File: src/rtl/warp_pipe_barrier_pkg.sv
// -----------------------------------------------------------------------------
// warp_pipe_barrier_pkg
//   Shared hart definitions used by the elastic pipeline barriers:
//     WARP_FETCH_LANES  - instruction slots fetched per bundle
//     BUNDLE_SIZE       - width of one decoded bundle lane (ID/IS barrier)
//     IF_ID_WIDTH       - 32-bit instruction word plus compressed flag
//     take_width()      - width of a "lanes consumed" count, $clog2(LANES+1)
//     count_width()     - width of an occupancy count, $clog2(DEPTH+1)
//     ptr_width()       - circular-buffer pointer width, minimum 1
//     consume_e         - what the head entry does in a given cycle
// -----------------------------------------------------------------------------
package warp_pipe_barrier_pkg;

  localparam int WARP_FETCH_LANES = 2;
  localparam int BUNDLE_SIZE      = 64;
  localparam int IF_ID_WIDTH      = 33;

  typedef enum logic [1:0] {
    CONSUME_HOLD  = 2'd0,
    CONSUME_SHIFT = 2'd1,
    CONSUME_POP   = 2'd2
  } consume_e;

  function automatic int take_width(input int lanes);
    return $clog2(lanes + 1);
  endfunction

  function automatic int count_width(input int depth);
    return $clog2(depth + 1);
  endfunction

  // A single-entry buffer still carries a 1-bit pointer that stays at zero.
  function automatic int ptr_width(input int depth);
    return (depth > 1) ? $clog2(depth) : 1;
  endfunction

endpackage

File: src/rtl/warp_lane_compact.sv
// -----------------------------------------------------------------------------
// warp_lane_compact
//   Combinational head-entry compactor. Given the head bundle and the number of
//   leading lanes consumed, returns the bundle shifted down by that many lanes
//   (vacated upper lanes zero-filled) and a flag saying the whole bundle is
//   used up, in which case the caller pops the entry instead of rewriting it.
// Ports:
//   i_mask  head lane-valid mask (contiguous from lane 0)
//   i_data  head lane payloads, lane k at [k*WIDTH +: WIDTH]
//   i_take  leading lanes consumed this cycle
//   o_mask  shifted lane-valid mask
//   o_data  shifted payloads
//   o_pop   take is non-zero and covers every valid lane
// -----------------------------------------------------------------------------
module warp_lane_compact
  import warp_pipe_barrier_pkg::*;
#(
  parameter int WIDTH = 32,
  parameter int LANES = WARP_FETCH_LANES
) (
  input  logic [LANES-1:0]             i_mask,
  input  logic [LANES*WIDTH-1:0]       i_data,
  input  logic [take_width(LANES)-1:0] i_take,
  output logic [LANES-1:0]             o_mask,
  output logic [LANES*WIDTH-1:0]       o_data,
  output logic                         o_pop
);

  localparam int TW = take_width(LANES);

  logic [TW-1:0] lane_cnt_s;

  // Count valid lanes, shift the bundle down and decide between shift and pop
  always_comb begin
    lane_cnt_s = {TW{1'b0}};
    for (int k = 0; k < LANES; k++) begin
      lane_cnt_s = lane_cnt_s + TW'(i_mask[k]);
    end
    // Shifting right by whole lanes zero-fills the vacated top lanes; a take
    // at or beyond LANES simply yields an all-zero entry.
    o_mask = i_mask >> i_take;
    o_data = i_data >> (32'(i_take) * WIDTH);
    // A take larger than the valid-lane count saturates to a full pop.
    o_pop  = (i_take != {TW{1'b0}}) && (i_take >= lane_cnt_s);
  end

endmodule

File: src/rtl/warp_pipe_barrier.sv
// -----------------------------------------------------------------------------
// warp_pipe_barrier
//   Elastic multi-lane pipeline barrier. Buffers up to DEPTH bundles of LANES
//   slots in a circular buffer with a valid/ready handshake, a flush, and
//   partial consumption of the head bundle (leading lanes retire while later
//   lanes stay behind and slide down to lane 0).
// Ports:
//   i_clk           clock, rising edge
//   i_rst           asynchronous active-high reset
//   i_flush         discard buffered and incoming bundles
//   i_input_valid   upstream bundle present
//   o_input_ready   space for a bundle (registered state only)
//   i_lane_valid    incoming lane mask, contiguous from lane 0
//   i_lane_data     incoming payloads, lane k at [k*WIDTH +: WIDTH]
//   o_output_valid  head bundle present
//   o_lane_valid    head lane mask (zero when empty)
//   o_lane_data     head payloads (zero when empty)
//   i_output_take   leading head lanes consumed this cycle
//   o_count         occupied entries
// -----------------------------------------------------------------------------
module warp_pipe_barrier
  import warp_pipe_barrier_pkg::*;
#(
  parameter int WIDTH = 32,
  parameter int LANES = WARP_FETCH_LANES,
  parameter int DEPTH = 2
) (
  input  logic                          i_clk,
  input  logic                          i_rst,
  input  logic                          i_flush,
  input  logic                          i_input_valid,
  output logic                          o_input_ready,
  input  logic [LANES-1:0]              i_lane_valid,
  input  logic [LANES*WIDTH-1:0]        i_lane_data,
  output logic                          o_output_valid,
  output logic [LANES-1:0]              o_lane_valid,
  output logic [LANES*WIDTH-1:0]        o_lane_data,
  input  logic [take_width(LANES)-1:0]  i_output_take,
  output logic [count_width(DEPTH)-1:0] o_count
);

  localparam int TW = take_width(LANES);
  localparam int CW = count_width(DEPTH);
  localparam int PW = ptr_width(DEPTH);

  logic [LANES-1:0]       mask_r [DEPTH];
  logic [LANES*WIDTH-1:0] data_r [DEPTH];
  logic [PW-1:0]          rd_ptr_r;
  logic [PW-1:0]          wr_ptr_r;
  logic [CW-1:0]          count_r;

  logic                   out_valid_s;
  logic                   ready_s;
  logic                   push_s;
  logic                   write_s;
  logic                   pop_s;
  logic [LANES-1:0]       head_mask_s;
  logic [LANES*WIDTH-1:0] head_data_s;
  logic [LANES-1:0]       shift_mask_s;
  logic [LANES*WIDTH-1:0] shift_data_s;
  logic                   head_pop_s;
  consume_e               consume_s;

  function automatic logic [PW-1:0] next_ptr(input logic [PW-1:0] ptr);
    if (ptr == PW'(DEPTH - 1)) begin
      return {PW{1'b0}};
    end else begin
      return ptr + PW'(1);
    end
  endfunction

  // Status and head view, derived from registered state only
  always_comb begin
    out_valid_s = (count_r != {CW{1'b0}});
    ready_s     = (count_r < CW'(DEPTH));
    head_mask_s = mask_r[rd_ptr_r];
    head_data_s = data_r[rd_ptr_r];
  end

  warp_lane_compact #(
    .WIDTH (WIDTH),
    .LANES (LANES)
  ) u_compact (
    .i_mask (head_mask_s),
    .i_data (head_data_s),
    .i_take (i_output_take),
    .o_mask (shift_mask_s),
    .o_data (shift_data_s),
    .o_pop  (head_pop_s)
  );

  // Decide what happens to the head entry and whether a bundle is pushed
  always_comb begin
    consume_s = CONSUME_HOLD;
    if (out_valid_s && !i_flush && (i_output_take != {TW{1'b0}})) begin
      if (head_pop_s) begin
        consume_s = CONSUME_POP;
      end else begin
        consume_s = CONSUME_SHIFT;
      end
    end else begin
      consume_s = CONSUME_HOLD;
    end
    push_s  = i_input_valid && ready_s && !i_flush;
    // An all-empty bundle completes the handshake but occupies no entry.
    write_s = push_s && (|i_lane_valid);
    pop_s   = (consume_s == CONSUME_POP);
  end

  // Pointer and occupancy bookkeeping; flush collapses the buffer to empty
  always_ff @(posedge i_clk or posedge i_rst) begin
    if (i_rst) begin
      rd_ptr_r <= {PW{1'b0}};
      wr_ptr_r <= {PW{1'b0}};
      count_r  <= {CW{1'b0}};
    end else if (i_flush) begin
      rd_ptr_r <= {PW{1'b0}};
      wr_ptr_r <= {PW{1'b0}};
      count_r  <= {CW{1'b0}};
    end else begin
      if (write_s) begin
        wr_ptr_r <= next_ptr(wr_ptr_r);
      end
      if (pop_s) begin
        rd_ptr_r <= next_ptr(rd_ptr_r);
      end
      case ({write_s, pop_s})
        2'b10:   count_r <= count_r + CW'(1);
        2'b01:   count_r <= count_r - CW'(1);
        default: count_r <= count_r;
      endcase
    end
  end

  // Entry storage: write the tail on push, rewrite the head on a partial take.
  // A shifting head is never the write target: a shift needs a non-empty
  // buffer, and then the write pointer differs from the read pointer.
  always_ff @(posedge i_clk or posedge i_rst) begin
    if (i_rst) begin
      for (int e = 0; e < DEPTH; e++) begin
        mask_r[e] <= {LANES{1'b0}};
        data_r[e] <= {(LANES*WIDTH){1'b0}};
      end
    end else begin
      if (write_s) begin
        mask_r[wr_ptr_r] <= i_lane_valid;
        data_r[wr_ptr_r] <= i_lane_data;
      end
      if (consume_s == CONSUME_SHIFT) begin
        mask_r[rd_ptr_r] <= shift_mask_s;
        data_r[rd_ptr_r] <= shift_data_s;
      end
    end
  end

  // Outputs are masked by occupancy so stale storage after a flush is hidden
  assign o_input_ready  = ready_s;
  assign o_output_valid = out_valid_s;
  assign o_lane_valid   = out_valid_s ? head_mask_s : {LANES{1'b0}};
  assign o_lane_data    = out_valid_s ? head_data_s : {(LANES*WIDTH){1'b0}};
  assign o_count        = count_r;

endmodule

File: config.mk
export PLATFORM = sky130hd
export DESIGN_NAME = warp_pipe_barrier
export DESIGN_NICKNAME = d
export VERILOG_FILES = /design/src/rtl/warp_pipe_barrier_pkg.sv /design/src/rtl/warp_lane_compact.sv /design/src/rtl/warp_pipe_barrier.sv
export SDC_FILE = /design/constraint.sdc
export NUM_CORES = 1
export LEC_CHECK = 0
export ABC_CLOCK_PERIOD_IN_PS = 5550
export CAP_MARGIN = 10
export CELL_PAD_IN_SITES_DETAIL_PLACEMENT = 1
export CELL_PAD_IN_SITES_GLOBAL_PLACEMENT = 2
export CORE_ASPECT_RATIO = 0.5
export CORE_MARGIN = 1
export CORE_UTILIZATION = 33
export CTS_BUF_LIST = sky130_fd_sc_hd__clkbuf_8
export DETAILED_ROUTE_END_ITERATION = 10
export PLACE_DENSITY = 0.87
export SYNTH_ARGS = -nofsm -noshare
export SYNTH_HDL_FRONTEND = slang
export SYNTH_SLANG_ARGS = --single-unit
File: constraint.sdc
create_clock -name i_clk -period 5.55 [get_ports i_clk]
set_input_delay 1.11 -clock i_clk [delete_from_list [all_inputs] [get_ports i_clk]]
set_output_delay 1.11 -clock i_clk [all_outputs]
set_load 0.02 [all_outputs]
Word level (Yosys, flattened, before mapping). Cells that the tools add are included.

Multiplexer cells: 34. $lt $le $gt $ge: 6. Shifts and indexed selects: 2. Bitwise operators: 2. $add $sub $neg: 5. Multiply operators: 0. Divide/modulo/power cells: 0. Reductions and logical operators: 15. Eq/ne operators: 4.

Operator list (number): two-way mux 64 bit (6); bitwise mux 128 bit (2); two-way mux 128 bit (2); demux 64 bit (select 1 bit) (2); right shift 64 x 7 -> 64 bit (1); two-way mux 2 bit (9); bitwise mux 4 bit (2); logical AND 1 bit (8); two-way mux 4 bit (2); nonzero test 2 bit (4); two-way mux 1 bit (6); demux 2 bit (select 1 bit) (2); == test 2 x 1 -> 1 bit (second input constant) (2); == test 2 bit (second input constant) (2); greater-or-equal comparator 2 bit (second input constant) (2); < comparator 2 x 1 -> 1 bit (second input constant) (2); NOT 1 -> 2 bit (2); one-hot mux 2 bit (2 select lines) (1); nonzero test 3 bit (1); adder 1 bit (second input constant) (2); adder 1 x 1 -> 2 bit (1); adder 2 x 1 -> 2 bit (second input constant) (1); greater-or-equal comparator 2 bit (1); < comparator 2 bit (second input constant) (1); 4 further kinds (4).

Bits in read-only memories: 0. Output and inout port bits: 70. Logic and storage cells: 75. Flip-flop bits (word level): 136. Memories kept: 0. Bits in writable memories: 0. Bits in latches: 0.

Longest topological paths before layout.
Depth after elaboration: 13. Depth in mapped cells: 12. Gate-level depth less buffers: 8.

Cells and area by module. A second synthesis with hierarchy kept.

Cells, all modules: 1019. Area total of the unflattened synthesis: 8282.9 µm².

Modules (own cells, without submodules): warp_pipe_barrier (times used 1, area each 7410.9 µm², cells each 900); warp_lane_compact (times used 1, area each 872.1 µm², cells each 119).

Worst setup path after synthesis. Ideal clock, no wire load.

Path type: in2reg. From: input i_output_take[0]. To: register data_r[34] (netlist bit). Path buffers: 4. Stages: 10. Setup slack: 2.358 ns. Data arrival time: 3.056 ns. Cell sequence: buf_2 buf_1 inv_1 ha_1 nand2b_1 a21oi_2 and3_1 clkbuf_1 clkbuf_1 a21oi_1.

Cells in the longest elaborated chain, start to end: 6.

Ends and longest elaborated chain: start, declared (line warp_pipe_barrier.sv:38) `input logic [take_width(LANES)-1:0] i_output_take,`; branches (longest 5 deep; another with bitwise mux 128 bit); two-way mux 128 bit (*) (line warp_pipe_barrier.sv:149) `if (consume_s == CONSUME_SHIFT) begin`; end signal, assigned by index (line warp_pipe_barrier.sv:142) `data_r[e] <= {(LANES*WIDTH){1'b0}};`; end signal, assigned by index (line warp_pipe_barrier.sv:147) `data_r[wr_ptr_r] <= i_lane_data;`; end signal, assigned by index (line warp_pipe_barrier.sv:151) `data_r[rd_ptr_r] <= shift_data_s;`; end, declared (line warp_pipe_barrier.sv:47) `logic [LANES*WIDTH-1:0] data_r [DEPTH];`.

Every way passes the cells marked *. A chain may end at the register's enable or synchronous reset.

Final worst setup path.
From: register rd_ptr_r. To: output o_lane_data[49].

Cells in the longest elaborated chain, start to end: 5.

Ends and longest elaborated chain: start, declared (line warp_pipe_barrier.sv:48) `logic [PW-1:0] rd_ptr_r;`; start signal, assigned (line warp_pipe_barrier.sv:113) `rd_ptr_r <= {PW{1'b0}};`; start signal, assigned (line warp_pipe_barrier.sv:117) `rd_ptr_r <= {PW{1'b0}};`; start signal, assigned (line warp_pipe_barrier.sv:125) `rd_ptr_r <= next_ptr(rd_ptr_r);`; NOT 1 -> 2 bit (implied by the code) (line warp_pipe_barrier.sv:77) `head_data_s = data_r[rd_ptr_r];`; two-way mux 64 bit (implied by the code) (3 in a row) (line warp_pipe_barrier.sv:77); two-way mux 64 bit (line warp_pipe_barrier.sv:160) `assign o_lane_data = out_valid_s ? head_data_s : {(LANES*WIDTH){1'b0}};`; end, declared (line warp_pipe_barrier.sv:37) `output logic [LANES*WIDTH-1:0] o_lane_data,`.

No other way between the ends. The select of a mux whose other input is x is not followed.

==> impl_results.md <==
* Status: complete, no violations
* Ports at between 100 and 150
* Clk_lat worst skew at approximately 470 ps
* Largest family of logic cells by synthesized area: multiplexers
* Initial antenna violation count at 0
* Critical-path maximum fanout at 44
* Clock share of power at 0.247
* Gr usage total at 0.205
* GPL Wtd Cong at slightly below 0.8
* Syn nets at 844
* Nets@finish at between 900 and 1k
* # diodes at 0
* HPWL Detailed at between 15000 and 20000 um
* Compound-Gate Fraction of Synth Area at 0.0501
* Ys flop type: dfrtp_1
* Footprint of the multi-input gates at about 4300 um2
* Yosys cell types at 33
* Worst Skew at between 15 and 20 ps
* Cts bufs inserted at 17
* Gate power share at 0.346
* XOR/XNOR share of the synthesized area at 0
* Initial Util at 0.344
* Largest net degree at the start of global routing at 100
* Area grow syn2layout at 26.0%
* Unrepaired setup endpoints after global routing: no
* Power per cell area at roughly 410 nW/um2
* Fill count at roughly 2.5k
* Placement Setup Slack at ~1600 ps
* Root Driver: clkbuf_8
* Post-synthesis sequential area ratio at 0.424
* Asr flop ratio synth at 1.00
* Internal at roughly 2.7 mW
* Fraction of layout cells with a size suffix above 1 at 0.102
* Mapped Cells at slightly below 800
* Final period utilization at 0.746
* Core area at between 20000 and 25000 um2
* Critical Path AT at 3030 ps
* Via count at 6239
* Worst setup EP type: output port
* Relative slew slack at 0.299
* Die extent in x at 222 um
* Sequential cell area at approximately 3400 um2
* 1st-iter DRT viols at just over 300
* MaxCap Viol Count at 0
* First-pass GRT wire length at 39300 um
* Fmax at between 200 and 250 MHz
* Final min period at 4140 ps
* Post-CTS Hold Buffers at 0
* Post-route insts no fill at 1200
* Post-Synth Adder-Cell Area at 0.00468
* Drt total wl at roughly 25000 um
* 1st-pass router iterations at 4
* Worst slew pin tran at roughly 1100 ps
* Max-slew violation count at 0
* Total grt overflow at 0
* Leak pwr at roughly 4.2 nW
* Vias in the first global route at between 7k and 8k
* #FFs+latches synth at 136
* Post CTS Setup Buffer Count at 0
* Synth Area in Simple Gates at 0.140
* CP Data Required Time at around 4400 ps
* CP Class: flop to output port
* Sw Share at 0.350
* Final hold vios at 0
* Die area at 25000 um2
* Via/cell ratio at a little over 5
* P_sw at roughly 1.4 mW
* Routed len/inst at 20.5 um
* Post-synth EDFFs at 0
* Post-route worst setup slack at 1410 ps
* Clock transition at path regs at ~80 ps
* # DRC at 0
* Row count at 39
* Hold Path Class: flop to flop
* IO Port Bufs at 141
* Synthesized area at ~8000 um2
* Post-Syn Area per Cell at 10.4 um2
* Nature of the critical path startpoint: flop
* FF-to-FF setup slack at roughly 1800 ps
* Clk buf depth at 2
* CTS tree: yes
* Cell count after placement at roughly 1.2k
* Antenna-violating nets left at 0
* Register share of total power at 0.408
* Maximum VDD drop at 147 uV
* Die Span Y at ~110 um
* Core Util, Final at 0.433
* # clock sinks at about 140
* CTS H-tree depth at 4
* Final setup viols at 0
* TNS Setup at 0 ps
* Mux cell area share after synthesis at 0.337
* Synth Warn # at 0
* Post_cts resized at 0
## final cells by class
type,count,area share
clock buffer,18,0.0245
tap,307,0.0380
clock inverter,14,0.0228
sequential,136,0.337
multi-input combinational,562,0.424
timing repair buffer,157,0.151
inverter,6,0.00273
## path summary, 6_finish.rpt
check | start | to | depth (start not counted)
max | rd_ptr_r | o_lane_data[49] | 4
min | data_r[107] | data_r[107] | 2
max reg2reg | rd_ptr_r | data_r[28] | 9
min reg2reg | data_r[107] | data_r[107] | 2
max in group asynchronous | i_rst | data_r[53] | 3
min in group asynchronous | i_rst | data_r[5] | 2
## synthesized netlist by cell type (3+ instances only)
master / number / area share
or3_1: 4 / 0.0031
mux4_2: 32 / 0.090
o21ai_0: 3 / 0.0019
buf_4: 3 / 0.0028
buf_6: 3 / 0.0042
a21oi_1: 69 / 0.043
nand2b_1: 34 / 0.027
ha_1: 3 / 0.0047
buf_2: 41 / 0.026
nand2_1: 133 / 0.062
clkbuf_1: 17 / 0.0080
inv_1: 6 / 0.0028
dfrtp_1: 136 / 0.42
mux2i_1: 197 / 0.25
nor2_1: 69 / 0.032
## state kept, by name (all words and copies together), names as in the netlist
name      cells
data_r      128
mask_r        4
o_count       2
rd_ptr_r      1
wr_ptr_r      1
## power groups by stage
| stage | clock network [mW] | logic [mW] | registers (mW) |
|---|---|---|---|
| 6_report | 1.01 | 1.42 | 1.67 |
| 5_1_grt | 1.08 | 1.56 | 1.72 |
| 4_1_cts | 1.04 | 1.44 | 1.67 |
| 3_5_place_dp | 0 | 1.43 | 1.69 |
| 3_3_place_gp | 0 | 1.37 | 1.66 |
| 2_1_floorplan | 0 | 1.00 | 1.57 |
## metrics by stage
step | hold WS, ps | area [um2] | total power [mW]
2_1_floorplan | 501 | 8020 | 2.57
3_3_place_gp | 518 | 9620 | 3.04
3_5_place_dp | 518 | 9620 | 3.12
4_1_cts | 543 | 10100 | 4.15
5_1_grt | 564 | 10100 | 4.36
6_report | 539 | 10100 | 4.10
## cells by family after synthesis
group	after synthesis
compound gates	77
mux	230
flops	136
simple gates	252
fa+ha+maj	3
buf+inv	71
## placed cells by master, fill, tap and decap left out, types with 2 or more instances in the layout
cell type	Yosys	layout
nand2b_1	34	34
clkinvlp_4	0	2
inv_1	6	7
nor2_1	69	68
mux2i_1	197	197
ha_1	3	3
clkbuf_8	0	18
nor3_1	2	2
o21ai_0	3	3
bufinv_16	0	6
a21oi_1	69	69
clkdlybuf4s50_1	0	140
clkinv_4	0	2
nand2_1	133	133
buf_4	3	16
mux4_2	32	32
dfrtp_1	136	135
clkinv_2	0	2
or3_1	4	4
## worst max-delay path: stages (launching register included)
cell and delay, ps:
dfrtp_4 950, buf_4 620, mux2i_1 350, nor2_1 70
clkdlybuf4s50_1 550
## per-layer routing
metal	track usage	vias to the layer above	wire length, um	part of all wire
li1	-	2897	-	-
met1	0.262	3219	11000	0.45
met2	0.357	97	12500	0.51
met3	0.0414	26	705	0.029
met4	0.0547	0	352	0.014
met5	0	-	0	0
(Power assumes the default switching activity.)
